File: config.mk
export PLATFORM = sky130hd
export DESIGN_NAME = wb4_to_pi1
export DESIGN_NICKNAME = d
export VERILOG_FILES = /design/src/rtl/wb4_to_pi1_pkg.sv /design/src/rtl/wb4_to_pi1_fifo.sv /design/src/rtl/wb4_to_pi1.sv
export SDC_FILE = /design/constraint.sdc
export NUM_CORES = 1
export LEC_CHECK = 0
export CAP_MARGIN = 20
export CORE_UTILIZATION = 50
export CTS_BUF_LIST = sky130_fd_sc_hd__clkbuf_16
export DETAILED_ROUTE_END_ITERATION = 16
export PLACE_DENSITY = 0.81
export SLEW_MARGIN = 10
export SYNTH_ARGS = -nofsm -noshare
export SYNTH_HDL_FRONTEND = slang
export SYNTH_SLANG_ARGS = --single-unit
File: constraint.sdc
create_clock -name wb4_clk_i -period 3 [get_ports wb4_clk_i]
set_input_delay 0.3 -clock wb4_clk_i [delete_from_list [all_inputs] [get_ports wb4_clk_i]]
set_output_delay 0.3 -clock wb4_clk_i [all_outputs]
set_load 0.01 [all_outputs]
File: src/rtl/wb4_to_pi1_pkg.sv
// Shared definitions for the Wishbone-to-PerInt bridge: PerInt op encodings,
// the bridge FSM states and a constant-foldable ceiling log2.
package wb4_to_pi1_pkg;

    localparam logic [1:0] PINOOP = 2'b00;
    localparam logic [1:0] PIWROP = 2'b01;
    localparam logic [1:0] PIRDOP = 2'b10;
    localparam logic [1:0] PIRWOP = 2'b11;

    typedef enum logic [1:0] {
        ST_IDLE  = 2'd0,
        ST_ISSUE = 2'd1,
        ST_WAIT  = 2'd2
    } state_e;

    function automatic int clog2(input int value);
        int result;
        result = 0;
        for (int i = 0; i < 31; i++) begin
            if ((1 << i) < value) begin
                result = i + 1;
            end
        end
        return result;
    endfunction

endpackage

File: src/rtl/wb4_to_pi1_fifo.sv
// Single-clock request FIFO with flush; head entry is always visible on dout.
// Pointers carry an extra wrap bit so full and empty are told apart without a counter.
module wb4_to_pi1_fifo
    import wb4_to_pi1_pkg::*;
#(
    parameter int WIDTH = 8,
    parameter int DEPTH = 2
) (
    input  logic             clk,
    input  logic             rst_n,
    input  logic             push,
    input  logic             pop,
    input  logic             flush,
    input  logic [WIDTH-1:0] din,
    output logic [WIDTH-1:0] dout,
    output logic             full,
    output logic             empty
);

    localparam int PW = clog2(DEPTH);

    logic [PW:0]      wr_ptr_reg;
    logic [PW:0]      rd_ptr_reg;
    logic [WIDTH-1:0] mem_view [DEPTH];

    assign empty = (wr_ptr_reg == rd_ptr_reg);
    assign full  = (wr_ptr_reg[PW] != rd_ptr_reg[PW]) &&
                   (wr_ptr_reg[PW-1:0] == rd_ptr_reg[PW-1:0]);
    assign dout  = mem_view[rd_ptr_reg[PW-1:0]];

    genvar gi;
    generate
        for (gi = 0; gi < DEPTH; gi++) begin : g_entry
            logic [WIDTH-1:0] entry_reg;
            always_ff @(posedge clk or negedge rst_n) begin
                if (!rst_n) begin
                    entry_reg <= '0;
                end else if (push && !full && (wr_ptr_reg[PW-1:0] == PW'(gi))) begin
                    entry_reg <= din;
                end
            end
            assign mem_view[gi] = entry_reg;
        end
    endgenerate

    // Flush discards everything not yet popped by catching the read pointer up.
    always_ff @(posedge clk or negedge rst_n) begin
        if (!rst_n) begin
            wr_ptr_reg <= '0;
            rd_ptr_reg <= '0;
        end else if (flush) begin
            rd_ptr_reg <= wr_ptr_reg;
        end else begin
            if (push && !full) begin
                wr_ptr_reg <= wr_ptr_reg + (PW+1)'(1);
            end
            if (pop && !empty) begin
                rd_ptr_reg <= rd_ptr_reg + (PW+1)'(1);
            end
        end
    end

endmodule

File: src/rtl/wb4_to_pi1.sv
// Wishbone B4 pipelined slave that replays buffered requests as PerInt master ops,
// one at a time, returning in-order Wishbone acks once each pi1 op completes.
module wb4_to_pi1
    import wb4_to_pi1_pkg::*;
#(
    parameter int ARCHBITSZ = 16,
    parameter int FIFODEPTH = 2
) (
    input  logic                                     wb4_clk_i,
    input  logic                                     wb4_rst_ni,
    input  logic                                     wb4_cyc_i,
    input  logic                                     wb4_stb_i,
    input  logic                                     wb4_we_i,
    input  logic [ARCHBITSZ-1:0]                     wb4_addr_i,
    input  logic [ARCHBITSZ-1:0]                     wb4_data_i,
    input  logic [ARCHBITSZ/8-1:0]                   wb4_sel_i,
    output logic                                     wb4_stall_o,
    output logic                                     wb4_ack_o,
    output logic [ARCHBITSZ-1:0]                     wb4_data_o,
    output logic [1:0]                               pi1_op_o,
    output logic [ARCHBITSZ-clog2(ARCHBITSZ/8)-1:0]  pi1_addr_o,
    output logic [ARCHBITSZ-1:0]                     pi1_data_o,
    input  logic [ARCHBITSZ-1:0]                     pi1_data_i,
    output logic [ARCHBITSZ/8-1:0]                   pi1_sel_o,
    input  logic                                     pi1_rdy_i
);

    localparam int SW = ARCHBITSZ / 8;
    localparam int LB = clog2(SW);
    localparam int AW = ARCHBITSZ - LB;
    localparam int EW = 1 + AW + ARCHBITSZ + SW;

    state_e                 state_reg, state_next;
    logic                   op_hold_reg, op_hold_next;
    logic                   abort_reg, abort_next;
    logic                   ack_reg, ack_next;
    logic [ARCHBITSZ-1:0]   rdata_reg, rdata_next;

    logic                   fifo_push, fifo_pop, fifo_full, fifo_empty;
    logic [EW-1:0]          fifo_din, fifo_dout;
    logic                   head_we;
    logic [AW-1:0]          head_addr;
    logic [ARCHBITSZ-1:0]   head_data;
    logic [SW-1:0]          head_sel;
    logic                   work_pending;
    logic                   addr_lsb_unused;

    // Byte position within the word is carried entirely by sel.
    assign addr_lsb_unused = ^wb4_addr_i[LB-1:0];

    assign fifo_push = wb4_cyc_i && wb4_stb_i && !fifo_full;
    assign fifo_din  = {wb4_we_i, wb4_addr_i[ARCHBITSZ-1:LB], wb4_data_i, wb4_sel_i};
    assign fifo_pop  = (state_reg == ST_ISSUE) && wb4_cyc_i && pi1_rdy_i;
    assign {head_we, head_addr, head_data, head_sel} = fifo_dout;

    // A push in this cycle counts as pending so an empty bridge issues on the next cycle.
    assign work_pending = wb4_cyc_i && (!fifo_empty || fifo_push);

    assign wb4_stall_o = fifo_full;
    assign wb4_ack_o   = ack_reg && wb4_cyc_i;
    assign wb4_data_o  = rdata_reg;

    wb4_to_pi1_fifo #(
        .WIDTH (EW),
        .DEPTH (FIFODEPTH)
    ) u_fifo (
        .clk   (wb4_clk_i),
        .rst_n (wb4_rst_ni),
        .push  (fifo_push),
        .pop   (fifo_pop),
        .flush (!wb4_cyc_i),
        .din   (fifo_din),
        .dout  (fifo_dout),
        .full  (fifo_full),
        .empty (fifo_empty)
    );

    always_ff @(posedge wb4_clk_i or negedge wb4_rst_ni) begin
        if (!wb4_rst_ni) begin
            state_reg   <= ST_IDLE;
            op_hold_reg <= 1'b0;
            abort_reg   <= 1'b0;
            ack_reg     <= 1'b0;
            rdata_reg   <= '0;
        end else begin
            state_reg   <= state_next;
            op_hold_reg <= op_hold_next;
            abort_reg   <= abort_next;
            ack_reg     <= ack_next;
            rdata_reg   <= rdata_next;
        end
    end

    always_comb begin
        state_next   = state_reg;
        op_hold_next = op_hold_reg;
        abort_next   = abort_reg;
        ack_next     = 1'b0;
        rdata_next   = rdata_reg;
        pi1_op_o     = PINOOP;
        pi1_addr_o   = '0;
        pi1_data_o   = '0;
        pi1_sel_o    = '0;
        unique case (state_reg)
            ST_IDLE: begin
                if (work_pending) begin
                    state_next = ST_ISSUE;
                end
            end
            ST_ISSUE: begin
                // A dropped cycle withdraws the op before the slave can take it.
                if (!wb4_cyc_i) begin
                    state_next = ST_IDLE;
                end else begin
                    pi1_op_o   = head_we ? PIWROP : PIRDOP;
                    pi1_addr_o = head_addr;
                    pi1_data_o = head_data;
                    pi1_sel_o  = head_sel;
                    if (pi1_rdy_i) begin
                        op_hold_next = head_we;
                        state_next   = ST_WAIT;
                    end
                end
            end
            ST_WAIT: begin
                if (pi1_rdy_i) begin
                    abort_next = 1'b0;
                    if (wb4_cyc_i && !abort_reg) begin
                        ack_next = 1'b1;
                        if (!op_hold_reg) begin
                            rdata_next = pi1_data_i;
                        end
                    end
                    state_next = work_pending ? ST_ISSUE : ST_IDLE;
                end else if (!wb4_cyc_i) begin
                    abort_next = 1'b1;
                end
            end
            default: begin
                state_next = ST_IDLE;
            end
        endcase
    end

endmodule

==> results by group <==
Outcome
  – Run status: completed

Routing
  – Violation count after the first detailed-route iteration: 93
  – Routed WL: 8569 um
  – Vias: 2760
  – DR vias/cell: 5.298
  – Post-route DRC: 0
  – WL per Instance: 16.45 um
  – ANT nets after route: 0
  – Drt pass-1 iters: 4

Clock network
  – Post-cts sizing count: 0
  – Root Driver: clkbuf_16
  – Worst-path clk slew: 0.07 ns
  – Clock sinks: 93
  – Total CTS buffers: 9
  – CTS tree: done
  – Setup Buffers After CTS: 0
  – Worst-Skew Late Latency: 0.33 ns
  – Deepest clock path buffer count: 2
  – H-tree levels: 3

Finish
  – ANT cells: 0
  – # nets final: 470
  – Synth-to-Final Area Change: 35.83%
  – Share of layout cells above drive strength 1: 27.21%
  – Commonest non-fill, non-tap cell in the layout: clkdlybuf4s50_1
  – Max reg flops: 68
  – Most frequent cells in the layout: clkdlybuf4s50_1 (106), dfrtp_1 (92), mux2_2 (74), mux2i_1 (36), nor2_1 (36)

Synth
  – Post-synth top area share: 55.96%
  – #FFs+latches synth: 93
  – Dominant cells by area after synthesis: dfrtp_1 (56%), mux2_2 (20%), mux2i_1 (8.7%)
  – Syn Area/Cell: 13.68 um2
  – Ys Warns: 0
  – Cells after synthesis: 304
  – Library cells used by synthesis: 31
  – Post-synth top area cell: dfrtp_1
  – Syn_nets: 360
  – Synth Cell Area: 0.004159 mm2
  – Seq/Total Area, Yosys: 55.96%

STA
  – Worst Skew: 0.005424 ns
  – Actual slew at the worst max-slew pin: 0.8874 ns
  – Final worst path period need: 2.558 ns
  – RSZ-0062 raised after global routing: false
  – Final hold violation count: 0
  – Minimum hold slack: 0.4851 ns
  – Post-route clock period utilization: 85.28%
  – Setup TNS: 0 ns
  – Achievable Freq: 0.3909 GHz
  – Slew Limit Headroom: 40.81%
  – Slew Limit Fails: 0
  – Setup-failing EPs final: 0

Die
  – Die area: 0.008686 mm2
  – Initial Utilization: 52.73%
  – Num ports: 109
  – Die X: 93.20 um
  – # rows: 32
  – Core area: 0.007888 mm2
  – Die H: 93.20 um

Power and ir drop
  – Combinational share of power: 38.5%
  – Switch share: 30.20%
  – Power Density: 967.4 mW/mm2
  – Lkg Pwr: 2.436 nW
  – Flop pwr share: 41.5%
  – Internal: 0.003814 W
  – Pwr Total: 0.005465 W
  – Clock power frac: 20.1%
  – Switch Pwr: 0.001651 W
  – Worst-case vdd ir drop: 0.4520 mV

Global route
  – Largest net degree at the start of global routing: 48
  – All-Layer GR Usage: 20.82%
  – Vias in the first global route: 2876
  – First-pass GRT wire length: 14010 um
  – Initial antenna violation count: 0
  – Grt ovf: 0

Place
  – Port Buf Inserts: 107
  – RD Place Congestion: 0.7494
  – Post-DP HPWL: 5798 um

Setup path
  – WP data arrival: 2.26 ns
  – CP Capture Type: output pin
  – Startpoint Class: flop
  – Worst reg-to-reg setup slack: 0.73 ns
  – CP required: 2.70 ns
  – Worst-path fanout max: 21
  – CP Class: reg -> out

Job
  – Max Cap Violations: 0

Hold path
  – Min-Delay Path Class: reg -> reg
==> final timing paths <==
check,start,endpoint,cells after the start
max in group asynchronous,wb4_rst_ni,u_fifo.g_entry[1].entry_reg[5]$_DFFE_PN0P_,3
hold reg to reg,op_hold_reg$_DFFE_PN0P_,op_hold_reg$_DFFE_PN0P_,2
setup reg to reg,u_fifo.rd_ptr_reg[0]$_DFFE_PN0P_,u_fifo.g_entry[0].entry_reg[7]$_DFFE_PN0P_,3
setup / recovery,u_fifo.rd_ptr_reg[0]$_DFFE_PN0P_,pi1_data_o[3],4
min in group asynchronous,wb4_rst_ni,state_reg[1]$_DFFE_PN0P_,2
hold / removal,op_hold_reg$_DFFE_PN0P_,op_hold_reg$_DFFE_PN0P_,2
==> power groups by stage <==
stage / Sequential [W] / Clock, W / Combinational, W
2_1_floorplan: 0.00220 / 0 / 0.00136
3_3_place_gp: 0.00224 / 0 / 0.00207
3_5_place_dp: 0.00229 / 0 / 0.00211
4_1_cts: 0.00227 / 0.00112 / 0.00213
5_1_grt: 0.00235 / 0.00117 / 0.00228
6_report: 0.00227 / 0.00110 / 0.00210
==> what timing repair did <==
item	4_1_cts	5_1_grt
hold buffers	1	0
hold endpoints to repair	45	0
endpoints found under the setup margin	0	0
==> per-stage QoR <==
| stage | area (um2) | worst slack, ns | util (%) | std cells |
|---|---|---|---|---|
| final | 5649 | 0.4416 | 71.62 | 521 |
| after global routing | 5649 | 0.3551 | 71.62 | 521 |
| after CTS | 5649 | 0.4147 | 71.62 | 521 |
| after detailed placement | 5346 | 0.6019 | 67.78 | 504 |
| after global placement | 5346 | 0.6013 | 67.78 | 504 |
| after floorplan | 4159 | 1.262 | - | 304 |
==> Yosys cell counts (all sizes together) <==
master / instances
a22oi: 1
a21oi: 1
nand2: 6
inv: 4
o2111ai: 1
o21ai: 4
and2: 1
nand2b: 4
a2bb2oi: 1
or4: 1
xnor2: 2
buf: 13
nor2: 36
nand4b: 2
clkbuf: 4
o2111a: 1
xor2: 1
nor2b: 1
o32a: 1
dfrtp: 93
nor3: 2
mux2i: 36
o211ai: 1
mux2: 84
nand3: 2
nand3b: 1
==> logic make-up (layout without fill, tap and decap cells) <==
kind of cell / after synthesis / count (layout) / share of synthesized area, %
xor gates and xnor gates: 3 / 3 / 0.8125
DFF: 93 / 93 / 55.96
AOI/OAI and AO/OA: 11 / 11 / 2.046
muxes: 120 / 120 / 32.31
and+or+nand+nor: 56 / 56 / 6.228
buffers and inverters: 21 / 136 / 2.647
==> per-layer routing <==
metal,vias up,track usage (%),wire (um)
li1,1280,-,-
met1,1385,26.58,3858
met2,86,35.36,4070
met3,9,4.797,534
met4,0,6.154,105
met5,-,0,0
==> final cells by class <==
type,count,area [um2]
clock buffer,9,225.2
clock inverter,7,67.56
fill,530,2238
inverter,4,15.01
multi-input combinational,190,1734
sequential,93,2328
tap,102,127.6
timing repair buffer,116,1151
==> critical path, stage by stage (launching register included) <==
cell and delay (ns):
dfrtp_2 0.75, buf_4 0.36, mux2i_1 0.25, nor2_1 0.07, clkdlybuf4s50_1 0.49
Note: power is estimated with default switching activity, not from simulation.
